<file path="config.mk">
export PLATFORM = sky130hd
export DESIGN_NAME = game_flow_controller
export DESIGN_NICKNAME = d
export VERILOG_FILES = /design/src/rtl/game_flow_controller.sv
export SDC_FILE = /design/constraint.sdc
export NUM_CORES = 1
export LEC_CHECK = 0
export ABC_CLOCK_PERIOD_IN_PS = 3580
export CAP_MARGIN = 20
export CELL_PAD_IN_SITES_DETAIL_PLACEMENT = 0
export CELL_PAD_IN_SITES_GLOBAL_PLACEMENT = 1
export CORE_UTILIZATION = 35
export CTS_CLUSTER_DIAMETER = 80
export CTS_CLUSTER_SIZE = 20
export DETAILED_ROUTE_END_ITERATION = 10
export DONT_BUFFER_PORTS = 1
export GPL_TIMING_DRIVEN = 0
export PLACE_DENSITY = 0.6
export SLEW_MARGIN = 40
export SYNTH_ARGS = -nofsm -noshare
export SYNTH_HDL_FRONTEND = slang
export SYNTH_SLANG_ARGS = --single-unit
export TNS_END_PERCENT = 5
</file>
<file path="constraint.sdc">
create_clock -name clk -period 3.58 [get_ports clk]
set_input_delay 0.716 -clock clk [delete_from_list [all_inputs] [get_ports clk]]
set_output_delay 0.716 -clock clk [all_outputs]
set_load 0.005 [all_outputs]
</file>
<file path="src/rtl/game_flow_controller.sv">
// Pinball game sequencer: serve/play/lost/over flow, per-frame collision events, lives and BCD score.
// Optional build macro BONUS_LIFE_EN adds an extra life each time the score crosses a multiple of 50.
module game_flow_controller #(
    parameter int LIVES_INIT        = 3,
    parameter int LOST_DELAY_FRAMES = 60,
    parameter int FLIPPER_POINTS    = 1
) (
    input  logic       clk,
    input  logic       resetN,
    input  logic       startOfFrame,
    input  logic       collisionSmileyFlipper,
    input  logic       collisionSmileyBottom,
    input  logic       key5IsPressed,
    output logic       launchBall,
    output logic       freezeBall,
    output logic       gameOver,
    output logic [2:0] lives,
    output logic [7:0] scoreBCD,
    output logic [2:0] state
);

    // state | meaning
    // IDLE  | ball frozen, waiting for key5 to serve
    // SERVE | ball reloaded at start position until next frame
    // PLAY  | ball moving, collisions scored once per frame
    // LOST  | ball frozen for LOST_DELAY_FRAMES frames
    // OVER  | no lives left, key5 restarts the game
    typedef enum logic [2:0] {
        S_IDLE  = 3'd0,
        S_SERVE = 3'd1,
        S_PLAY  = 3'd2,
        S_LOST  = 3'd3,
        S_OVER  = 3'd4
    } state_t;

    localparam logic [2:0] LIVES_RST  = 3'(LIVES_INIT);
    localparam logic [7:0] LAST_FRAME = 8'(LOST_DELAY_FRAMES - 1);
    localparam logic [3:0] PTS        = 4'(FLIPPER_POINTS);

    state_t     state_q, state_next;
    logic [2:0] lives_q, lives_next;
    logic [7:0] score_q, score_next;
    logic [7:0] frame_cnt_q, frame_cnt_next;
    logic       key5_d, key5_rise;
    logic       flip_flag, lost_flag, prev_flip;

    logic [4:0] units_sum;
    logic [7:0] score_bin;
    logic       score_sat;
    logic [7:0] score_inc;

    assign key5_rise = key5IsPressed & ~key5_d;

    // BCD increment with saturation at 99
    always_comb begin
        units_sum = {1'b0, score_q[3:0]} + {1'b0, PTS};
        score_bin = 8'(score_q[7:4]) * 8'd10 + 8'(score_q[3:0]);
        score_sat = (score_bin + 8'(PTS)) >= 8'd100;
        if (score_sat)
            score_inc = 8'h99;
        else if (units_sum > 5'd9)
            score_inc = {score_q[7:4] + 4'd1, 4'(units_sum - 5'd10)};
        else
            score_inc = {score_q[7:4], units_sum[3:0]};
    end

`ifdef BONUS_LIFE_EN
    logic bonus_cross;
    assign bonus_cross = (score_q < 8'h50 && score_inc >= 8'h50) ||
                         (score_sat && score_q != 8'h99);
`endif

    always_comb begin
        state_next     = state_q;
        lives_next     = lives_q;
        score_next     = score_q;
        frame_cnt_next = frame_cnt_q;
        case (state_q)
            S_IDLE: begin
                if (key5_rise)
                    state_next = S_SERVE;
            end
            S_SERVE: begin
                if (startOfFrame)
                    state_next = S_PLAY;
            end
            S_PLAY: begin
                if (startOfFrame) begin
                    if (lost_flag) begin
                        state_next     = S_LOST;
                        frame_cnt_next = 8'd0;
                        if (lives_q != 3'd0)
                            lives_next = lives_q - 3'd1;
                    end else if (flip_flag && !prev_flip) begin
                        score_next = score_inc;
`ifdef BONUS_LIFE_EN
                        if (bonus_cross && lives_q != 3'd7)
                            lives_next = lives_q + 3'd1;
`endif
                    end
                end
            end
            S_LOST: begin
                if (startOfFrame) begin
                    if (frame_cnt_q == LAST_FRAME)
                        state_next = (lives_q == 3'd0) ? S_OVER : S_SERVE;
                    else
                        frame_cnt_next = frame_cnt_q + 8'd1;
                end
            end
            S_OVER: begin
                if (key5_rise) begin
                    state_next = S_IDLE;
                    lives_next = LIVES_RST;
                    score_next = 8'h00;
                end
            end
            default: state_next = S_IDLE;
        endcase
    end

    always_ff @(posedge clk or negedge resetN) begin
        if (!resetN) begin
            state_q     <= S_IDLE;
            lives_q     <= LIVES_RST;
            score_q     <= 8'h00;
            frame_cnt_q <= 8'd0;
            key5_d      <= 1'b0;
        end else begin
            state_q     <= state_next;
            lives_q     <= lives_next;
            score_q     <= score_next;
            frame_cnt_q <= frame_cnt_next;
            key5_d      <= key5IsPressed;
        end
    end

    // A collision on the frame-start cycle belongs to the new frame
    always_ff @(posedge clk or negedge resetN) begin
        if (!resetN) begin
            flip_flag <= 1'b0;
            lost_flag <= 1'b0;
            prev_flip <= 1'b0;
        end else if (state_q != S_PLAY) begin
            flip_flag <= 1'b0;
            lost_flag <= 1'b0;
            prev_flip <= 1'b0;
        end else if (startOfFrame) begin
            prev_flip <= flip_flag;
            flip_flag <= collisionSmileyFlipper;
            lost_flag <= collisionSmileyBottom;
        end else begin
            flip_flag <= flip_flag | collisionSmileyFlipper;
            lost_flag <= lost_flag | collisionSmileyBottom;
        end
    end

    always_comb begin
        launchBall = 1'b0;
        freezeBall = 1'b1;
        gameOver   = 1'b0;
        case (state_q)
            S_SERVE: begin
                launchBall = 1'b1;
                freezeBall = 1'b0;
            end
            S_PLAY:  freezeBall = 1'b0;
            S_OVER:  gameOver   = 1'b1;
            default: ;
        endcase
    end

    assign lives    = lives_q;
    assign scoreBCD = score_q;
    assign state    = state_q;

endmodule
</file>
==> results of run 1 <==
kinds of logic (layout without fill, tap and decap cells):
| kind of cell | after synthesis | after routing |
|---|---|---|
| muxes | 6 | 6 |
| adders and majority gates | 15 | 15 |
| xor gates and xnor gates | 4 | 4 |
| buffers and inverters | 23 | 27 |
| and+or+nand+nor | 75 | 75 |
| AOI/OAI and AO/OA | 62 | 62 |
| DFF | 26 | 26 |
cell type report:
| class | count | area, µm² |
|---|---|---|
| multi-input combinational | 162 | 1146 |
| buffer | 8 | 41.29 |
| tap | 70 | 87.58 |
| fill | 516 | 3133 |
| clock buffer | 4 | 55.05 |
| inverter | 15 | 56.30 |
| sequential | 26 | 653.1 |
layer usage:
metal  track usage [%]  share of wire [%]  vias to the layer above
met5                 0                  0                        -
met4             4.938                1.8                        0
met3             2.381                4.2                        8
met2             27.48                 48                       34
met1             21.02                 46                      760
li1                  -                  -                      777
stage by stage:
stage	power (mW)	utilization (%)
finish	1.188	39.43
global route	1.300	39.43
CTS	1.197	39.43
detailed placement	0.9980	38.36
global placement	0.9785	38.36
floorplan	0.8717	-
critical path, delay by kind of cell, from the launching register on:
kind                       cells  cell delay [ns]
DFF                            1             0.49
xor gates and xnor gates       1             0.20
buffers and inverters          1             0.05
adders and majority gates      3             0.89
and+or+nand+nor                1             0.13
AOI/OAI and AO/OA              3             1.07
worst min path at each step:
stage / startpoint / to / slack (ns)
final: resetN / state[0] / 0.12
after CTS: resetN / lives[2] / 0.12
after detailed placement: resetN / lives[2] / 0.42
after global placement: resetN / lives[2] / 0.42
after global routing: resetN / lives[2] / 0.11
after floorplan: resetN / flip_flag / 0.42
state kept, by name (all words and copies together), names as in the netlist:
register and flops:
frame_cnt_q 8, scoreBCD 8, lives 3, state 3, flip_flag 1, key5_d 1
lost_flag 1, prev_flip 1
layout by cell type, fill, tap and decap left out, types with 2 or more instances in the layout:
cell and n:
a21o_1 3, o21ai_0 20, ha_1 14, dfstp_2 2, o31ai_1 4, a31oi_1 3, nand3_1 12, nand2b_1 7
nor3_1 2, clkbuf_8 4, nor4b_2 2, xnor2_1 3, a211oi_1 2, buf_2 6, a32o_1 3, and3_1 6
nand4_1 4, o22ai_1 2, a21oi_2 2, nor2_1 16, nand2_1 14, a22o_2 2, nor4_2 2, a21oi_1 13
inv_1 15, nor3b_1 2, mux2i_1 3, dfrtp_1 24, mux2_2 3
power by group:
group	switching, mW	internal [mW]
clock	0.0955	0.0984
combinational	0.323	0.225
sequential	0.0798	0.367
total	0.498	0.690
==> results.md, run 1 <==
* Synth cell types at 48
* VDD IR max at 0.0002701 V
* Vias/cell at 5.540
* Async set-reset flop share out of synthesis at 100.0%
* Ports at 23
* Relative slew slack at 48.27%
* Critical Path AT at 3.11 ns
* Max stage delay on crit path at 0.49 ns
* Largest net degree at the start of global routing at 27
* Dpl ws at 0.6333 ns
* CTS Root Cell: clkbuf_8
* Core area at 5172 µm²
* FF-to-FF setup slack at 0.64 ns
* Worst Setup EP: scoreBCD[7]
* Setup WS post-layout at 0.6378 ns
* Startpoint class of the critical path: flop
* Req. time, crit path at 3.75 ns
* Fin. max-slew vios at 0
* Nets at 237
* Global Route Usage Sum at 16.07%
* Design Area, Final at 2039 µm²
* Inserted Diodes at 0
* Worst setup EP type: flop
* Register area share after synthesis at 34.43%
* Die Y-Extent at 75.62 µm
* Simple-gate share of the synthesized area at 22.63%
* Finish-stage setup viols at 0
* FF+latch count, synth at 26
* Dpl cells at 281
* Fmax at 0.3399 GHz
* Vias in the first global route at 1570
* First-pass GRT wire length at 7.072 mm
* Pwr dens at 582.5 nW/µm²
* CTS Hold Buffers Added at 0
* # clock sinks at 26
* Total CTS buffers at 3
* R2R cell count at 9
* Skew-Pair Late Insertion Delay at 0.28 ns
* Reg clk slew, reported paths at 0.10 ns
* Slew @ Worst Pin at 0.7723 ns
* Post-CTS Setup Bufs at 0
* DRT Pass-1 Iters at 4
* Adder-Cell Fraction of Synth Area at 10.29%
* Outcome: complete, no violations
* Mux share of post-synthesis cell area at 3.364%
* WS Path Type: reg2reg
* Post-Syn Nets at 232
* 1st-iter DRT viols at 65
* Gp weighted congestion at 0.7574
* Synth area leaders: dfrtp_1 (32%), ha_1 (9.2%), o21ai_0 (5.3%)
* Number of enable flip-flop cells after synthesis at 0
* Worst r2r dst: scoreBCD[7]
* H-tree depth at 1
* Sum Neg Setup Slack at 0 ns
* Initial antenna violation count at 0
* Share of the synthesized area in the top cell type at 31.66%
* Hold Crit Class: in2async
* CTS tree: yes
* Top-count cell post-synth: dfrtp_1
* Fin. Hold Viols at 0
* Cell Area, Synth at 1897 µm²
* Routed len/inst at 14.64 µm
* PortBufs at 0
* Syn. warnings at 0
* DIE WIDTH at 75.62 µm
* GRT overflow at 0
* Num rows at 26
* Instance area at placement at 1984 µm²
* Hold slack at 0.1209 ns
* CP most frequent cell: ha_1
* XOR/XNOR share of the synthesized area at 1.847%
* P&R area growth vs syn at 7.520%
* Area leader, netlist: dfrtp_1
* Worst Path Max Fanout at 9
* Clock Tree Buf Depth at 2
* Fin cells at 285
* Max-cap viol count at 0
* Commonest cells post-synth: dfrtp_1 (24), o21ai_0 (20), nor2_1 (16)
* Share of cells above drive strength 1 at 13.95%
* Synth Area in Compound Gates at 22.30%
* Fin crit share at 82.18%
* RSZ-0062 raised after global routing: no
* Mapped Avg Cell Area at 8.990 µm²
* Vias post-DR at 1579
* Synth Instances at 211
* FF-to-FF Start: scoreBCD[7]
* Die area at 5718 µm²
* Setup Skew at 0.009848 ns
* Crit path launch: scoreBCD[7]
* Top FF cell, synth: dfrtp_1
* Total wire length at 4.173 mm
* Drt drc at 0
* Worst path cell trace: ha_1, ha_1, inv_1, fa_1, xor2_1, a2111oi_2, nor4_4, a31o_4, a221o_1
* Crit-path slowest cell: dfrtp_1
* Initial Utilization at 36.67%
* Hpwl dp at 3.109 mm
* CTS resizes at 0
* Main combinational cell family by area after synthesis: simple AND/OR/NAND/NOR gates
* Leak Pwr at 0.8703 nW
* Clock period minus final worst setup slack at 2.942 ns
* ANT nets after route at 0
(Power assumes the default switching activity.)
==> inputs of run 2 (changes only) <==
--- a/config.mk
+++ b/config.mk
@@ -5,7 +5,7 @@
 export SDC_FILE = /design/constraint.sdc
 export NUM_CORES = 1
 export LEC_CHECK = 0
-export ABC_CLOCK_PERIOD_IN_PS = 3580
+export ABC_CLOCK_PERIOD_IN_PS = 2500
 export CAP_MARGIN = 20
 export CELL_PAD_IN_SITES_DETAIL_PLACEMENT = 0
 export CELL_PAD_IN_SITES_GLOBAL_PLACEMENT = 1
@@ -15,7 +15,7 @@
 export DETAILED_ROUTE_END_ITERATION = 10
 export DONT_BUFFER_PORTS = 1
 export GPL_TIMING_DRIVEN = 0
-export PLACE_DENSITY = 0.6
+export PLACE_DENSITY = 0.63
 export SLEW_MARGIN = 40
 export SYNTH_ARGS = -nofsm -noshare
 export SYNTH_HDL_FRONTEND = slang
==> constraint.sdc (replaced) <==
create_clock -name clk -period 2.5 [get_ports clk]
set_input_delay 0.5 -clock clk [delete_from_list [all_inputs] [get_ports clk]]
set_output_delay 0.5 -clock clk [all_outputs]
set_load 0.005 [all_outputs]
==> run 2 against run 1 <==
The flow now finishes with violations (setup timing). Utilization is 2.1 points higher. Via count is 3.2% higher. Global-route usage is 0.062 points lower. Die area stayed put. Register-to-register slack worse by 0.89 ns. Combinational power is 46% higher. First-iteration DRC count is 25% higher. Setup slack worse by 0.89 ns. Maximum frequency is 6.8% higher. Critical path type unchanged.
==> results.md, run 2 (same netlist as run 1, synthesis figures left out) <==
* Most frequent cells in the layout: dfrtp_1 (21), o21ai_0 (19), nor2_1 (16), inv_1 (14), nand2_1 (14)
* Fin crit share at 110.2% (+28 points)
* Req. time, crit path at 2.67 ns (-1.08 ns)
* Vias/cell at 5.679 (+2.5%)
* Hpwl dp at 3.323 mm (+6.9%)
* Share of cells above drive strength 1 at 19.82% (+5.9 points)
* Max-cap viol count at 0 (unchanged)
* Register area at 656.9 µm² (+0.57%)
* VDD IR max at 0.0004134 V (+53%)
* Slew @ Worst Pin at 0.4935 ns (-0.2789 ns)
* Die Y-Extent at 75.62 µm (unchanged)
* RSZ-0062 raised after global routing: yes
* FF-to-FF setup slack at -0.26 ns (-0.89 ns)
* Design Area, Final at 2146 µm² (+5.2%)
* CTS tree: yes
* Outcome: finished, violations left
* Inserted Diodes at 0 (unchanged)
* Leak Pwr at 0.8846 nW (+1.6%)
* Nets at 239 (+0.84%)
* DRT Pass-1 Iters at 4 (unchanged)
* Worst path cell trace: ha_4, ha_4, inv_2, fa_2, xor2_2, nor2_1, a21oi_2, nor4_4, nor2_1, a221o_1
* DIE WIDTH at 75.62 µm (unchanged)
* Initial antenna violation count at 0 (unchanged)
* Instance area at placement at 2028 µm² (+2.2%)
* Max stage delay on crit path at 0.51 ns (+0.02 ns)
* Fillcell total at 496 (-3.9%)
* Reg clk slew, reported paths at 0.10 ns (about the same)
* GRT overflow at 0 (unchanged)
* Hold slack at 0.01839 ns (-0.1025 ns)
* Fin. max-slew vios at 0 (unchanged)
* P&R area growth vs syn at 13.13%
* Worst r2r dst: scoreBCD[7]
* Hold Crit Class: in2async
* R2R cell count at 10 (+1)
* Num rows at 26 (unchanged)
* CTS Root Cell: clkbuf_8
* Crit-path slowest cell: dfrtp_2
* Worst setup EP type: flop
* Worst Path Max Fanout at 8 (-1)
* Initial Utilization at 36.67% (unchanged)
* Drt drc at 0 (unchanged)
* Routed len/inst at 15.62 µm (+6.7%)
* Fin. Hold Viols at 0 (unchanged)
* Finish-stage setup viols at 8 (+8)
* Global Route Usage Sum at 16.01% (-0.062 points)
* Clock period minus final worst setup slack at 2.756 ns (-0.1866 ns)
* 1st-iter DRT viols at 81 (+25%)
* Failing checks: setup timing
* H-tree depth at 1 (unchanged)
* Fmax at 0.3629 GHz (+6.8%)
* Post-layout util at 41.49% (+2.1 points)
* Gp weighted congestion at 0.7472 (-1.3%)
* Startpoint class of the critical path: flop
* First-pass GRT wire length at 6.927 mm (-2.1%)
* Critical Path AT at 2.93 ns (-0.18 ns)
* Relative slew slack at 66.86% (+19 points)
* Ports at 23 (unchanged)
* Total wire length at 4.482 mm (+7.4%)
* FF-to-FF Start: scoreBCD[7]
* Skew-Pair Late Insertion Delay at 0.28 ns (about the same)
* Setup WS post-layout at -0.2556 ns (-0.8934 ns)
* Multi-input gate area at 1205 µm² (+5.1%)
* # clock sinks at 26 (unchanged)
* Setup Skew at 0.006014 ns (-0.003834 ns)
* Clock Tree Buf Depth at 2 (unchanged)
* Die area at 5718 µm² (unchanged)
* Vias post-DR at 1630 (+3.2%)
* ANT nets after route at 0 (unchanged)
* Most common cell after layout, fill and taps aside: dfrtp_1
* WS Path Type: reg2reg
* Pwr dens at 842.4 nW/µm² (+45%)
* Total CTS buffers at 3 (unchanged)
* Core area at 5172 µm² (unchanged)
* PortBufs at 0 (unchanged)
* Vias in the first global route at 1511 (-3.8%)
* Largest net degree at the start of global routing at 25 (-7.4%)
## run 2: cell count changes in the layout (fill, tap and decap cells not counted), sizes merged
cell    change
bufinv      +1
clkbuf      -1
buf         +2
## run 2: report_power, final
part	leakage, nW	total [mW]	switching (mW)	internal (mW)
sequential	0.334	0.652	0.127	0.525
clock	0.0357	0.358	0.143	0.215
combinational	0.515	0.797	0.473	0.324
## run 2: critical path: cells and delay by family (launching register included)
kind	cells	cell delay, ns
AO/OA/AOI/OAI	2	0.37
XOR/XNOR	1	0.19
adder cells (fa/ha/maj)	3	0.80
buffers and inverters	1	0.04
flip-flops	1	0.51
AND/OR/NAND/NOR	3	0.73
## run 2: worst max-delay path by stage
| stage | start | endpoint | slack (ns) | depth (start not counted) |
|---|---|---|---|---|
| 2_1_floorplan | scoreBCD[7] | scoreBCD[7] | -0.14 | 9 |
| 3_3_place_gp | scoreBCD[4] | scoreBCD[4] | -0.26 | 7 |
| 3_5_place_dp | scoreBCD[4] | scoreBCD[4] | -0.34 | 9 |
| 4_1_cts | scoreBCD[7] | scoreBCD[7] | -0.26 | 10 |
| 5_1_grt | scoreBCD[7] | scoreBCD[7] | -0.40 | 10 |
| 6_report | scoreBCD[7] | scoreBCD[7] | -0.26 | 10 |
## run 2: stage by stage
step / setup slack, ns / power, mW / instances / setup TNS [ns]
after floorplan: -0.1396 / 1.250 / 211 / -0.3234
after global placement: -0.2553 / 1.407 / 281 / -1.373
after detailed placement: -0.3386 / 1.439 / 281 / -2.042
after CTS: -0.2605 / 1.813 / 287 / -1.858
after global routing: -0.4018 / 1.932 / 287 / -2.679
final: -0.2556 / 1.808 / 287 / -1.673
## run 2: area by class of cell
| class | count | share of cell area (%) |
|---|---|---|
| inverters | 15 | 2.624 |
| well taps | 70 | 4.082 |
| multi-input cells | 162 | 56.15 |
| clock inverters | 1 | 1.399 |
| clock buffers | 3 | 1.924 |
| repair buffers | 2 | 1.283 |
| flip-flops and latches | 26 | 30.61 |
| plain buffers | 8 | 1.924 |
## run 2: timing repair
| action | 4_1_cts | 5_1_grt |
|---|---|---|
| resized for setup | 3 | 3 |
| endpoints found under the hold margin | 24 | 0 |
| endpoints found under the setup margin | 8 | 8 |
| hold buffers | 1 | 0 |
| setup buffers | 1 | 0 |
| pin swaps | 4 | 1 |
| cloned | 0 | 0 |
## run 2: layer usage
metal  share of wire [%]  GRT usage [%]  vias to the layer above
met1                  43          19.78                      792
met2                  50          27.78                       48
li1                    -              -                      783
met5                   0              0                        -
met4                 1.5          5.350                        0
met3                 5.6          3.439                        7
==> inputs of run 3 (changes only) <==
==> constraint.sdc (replaced) <==
create_clock -name clk -period 2.5 [get_ports clk]
set_input_delay 0.125 -clock clk [delete_from_list [all_inputs] [get_ports clk]]
set_output_delay 0.125 -clock clk [all_outputs]
set_load 0.005 [all_outputs]
==> run 3 against run 2 <==
The run still ends with setup timing left. Worst hold slack lost 0.0098 ns. Combinational power increased by 0.9%. Cell area is 1.9% higher. Flip-flop and latch count is the same. Total power grew 0.41%. Critical path depth did not move. Global-route usage about the same. Sequential power about the same. Critical path type unchanged. Critical endpoint unchanged. Largest cell class unchanged. Highest routed layer unchanged.
==> results.md, run 3 (same netlist as run 1, synthesis figures left out) <==
* Max-cap viol count at 0 (unchanged)
* Post-layout util at 42.26% (+0.77 points)
* Failing checks: setup timing
* Combinational power share at 44.3% (+0.2 points)
* Critical Path AT at 2.92 ns (about the same)
* Total CTS buffers at 3 (unchanged)
* CTS tree: yes
* Fin crit share at 109.8% (-0.47 points)
* Vias in the first global route at 1524 (+0.86%)
* Inserted Diodes at 0 (unchanged)
* First-pass GRT wire length at 6.955 mm (+0.40%)
* CP top delay family: adder cells
* Worst r2r dst: scoreBCD[7]
* # clock sinks at 26 (unchanged)
* Sum Neg Setup Slack at -1.663 ns (+0.009820 ns)
* Worst path bufs/invs at 1 (unchanged)
* Hpwl dp at 3.323 mm (unchanged)
* Die Y-Extent at 75.62 µm (unchanged)
* Max stage delay on crit path at 0.51 ns (about the same)
* Outcome: finished, violations left
* Setup WS post-layout at -0.2439 ns (+0.01169 ns)
* Pwr dens at 830.3 nW/µm² (-1.4%)
* Design Area, Final at 2186 µm² (+1.9%)
* Clock period minus final worst setup slack at 2.744 ns (-0.01169 ns)
* Vias/cell at 5.595 (-1.5%)
* Worst path cell trace: ha_4, ha_4, inv_2, fa_2, xor2_2, nor2_1, a21oi_2, nor4_4, nor2_1, a221o_1
* Slew @ Worst Pin at 0.4899 ns (-0.003545 ns)
* Flop pwr share at 35.9% (-0.2 points)
* Fin. Hold Viols at 0 (unchanged)
* Clk network pwr share at 19.8% (about the same)
* H-tree depth at 1 (unchanged)
* P&R area growth vs syn at 15.24%
* Initial antenna violation count at 0 (unchanged)
* Worst path depth at 10 (unchanged)
* Worst Path Max Fanout at 8 (unchanged)
* HP Start: startOfFrame
* 1st-iter DRT viols at 55 (-32%)
* RSZ-0062 raised after global routing: yes
* Routed len/inst at 15.33 µm (-1.9%)
* Gp weighted congestion at 0.7472 (unchanged)
* Instance area at placement at 2028 µm² (unchanged)
* Fillcell total at 495 (-0.20%)
* Hold slack at 0.008617 ns (-0.009778 ns)
* PortBufs at 0 (unchanged)
* Most frequent cells in the layout: dfrtp_1 (21), o21ai_0 (19), nor2_1 (16), inv_1 (14), nand2_1 (14)
* Core area at 5172 µm² (unchanged)
* Startpoint class of the critical path: flop
* Total wire length at 4.460 mm (-0.49%)
* DRT Pass-1 Iters at 4 (unchanged)
* CTS Root Cell: clkbuf_8
* Vias post-DR at 1628 (-0.12%)
* Global Route Usage Sum at 16.04% (+0.028 points)
* Share of cells above drive strength 1 at 19.46% (-0.36 points)
* DIE WIDTH at 75.62 µm (unchanged)
* Drt drc at 0 (unchanged)
* Worst setup EP type: flop
* Sw Share at 41.17% (about the same)
* Crit path launch: scoreBCD[7]
* Most common cell after layout, fill and taps aside: dfrtp_1
* FF-to-FF setup slack at -0.24 ns (about the same)
* Int Pwr at 1.068 mW (+0.39%)
* Sw power at 0.7471 mW (+0.44%)
* Multi-input gate area at 1205 µm² (unchanged)
* Fmax at 0.3644 GHz (+0.43%)
* Dpl ws at -0.3386 ns (unchanged)
* Num rows at 26 (unchanged)
* Relative slew slack at 67.09% (+0.24 points)
* Nets at 243 (+1.7%)
* Reg clk slew, reported paths at 0.10 ns (about the same)
* Leak Pwr at 0.9013 nW (+1.9%)
* ANT nets after route at 0 (unchanged)
* Initial Utilization at 36.67% (unchanged)
* Register area at 656.9 µm² (unchanged)
* WS Path Type: reg2reg
* GRT overflow at 0 (unchanged)
* Crit-path slowest cell: dfrtp_2
* R2R cell count at 10 (unchanged)
* Finish-stage setup viols at 8 (unchanged)
* Clock Tree Buf Depth at 2 (unchanged)
* FF-to-FF Start: scoreBCD[7]
* VDD IR max at 0.0004121 V (-0.31%)
* Fin. max-slew vios at 0 (unchanged)
* Largest net degree at the start of global routing at 27 (+8.0%)
* Req. time, crit path at 2.67 ns (about the same)
* Worst Setup EP: scoreBCD[7]
* Skew-Pair Late Insertion Delay at 0.28 ns (about the same)
* Setup Skew at 0.009122 ns (+0.003109 ns)
* Hold Crit Class: in2reg
* Ports at 23 (unchanged)
* Die area at 5718 µm² (unchanged)
run 3: area by class of cell:
cell class	instances	share of cell area (%)
Buffer	8	1.889
Inverter	15	2.576
Timing Repair Buffer	6	3.091
Clock inverter	1	1.374
Sequential cell	26	30.05
Clock buffer	3	1.889
Multi-Input combinational cell	162	55.12
Tap cell	70	4.007
run 3: worst min-delay path by stage:
stage                end  slack, ns  depth (start not counted)
4_1_cts        prev_flip      0.009                          2
3_5_place_dp    state[1]      -0.17                          0
6_report       prev_flip      0.009                          2
5_1_grt        prev_flip       0.02                          2
2_1_floorplan  flip_flag      -0.17                          0
3_3_place_gp    state[1]      -0.17                          0
run 3: layer usage:
metal | GRT usage (%) | up-vias | part of all wire, %
met5 | 0 | - | 0
met4 | 5.350 | 0 | 1.5
met3 | 3.042 | 7 | 4.6
met2 | 28.47 | 42 | 50
met1 | 19.54 | 790 | 44
li1 | - | 789 | -
run 3: power groups by stage:
stage	Sequential [mW]	Clock [mW]	Combinational, mW
2_1_floorplan	0.617	0	0.633
3_5_place_dp	0.659	0	0.780
6_report	0.651	0.360	0.804
4_1_cts	0.652	0.366	0.800
5_1_grt	0.669	0.374	0.895
3_3_place_gp	0.653	0	0.754
run 3: what timing repair did:
item                       in CTS  in global routing
pin swaps                       4                  1
hold endpoints to repair       29                  0
setup buffers                   1                  0
setup endpoints to repair       8                  8
hold buffers                    5                  0
gates resized for setup         3                  3
run 3: per-stage QoR:
stage / std cells / power (mW)
after detailed placement: 281 / 1.439
after global routing: 291 / 1.938
final: 291 / 1.815
after floorplan: 211 / 1.250
after global placement: 281 / 1.407
after CTS: 291 / 1.818
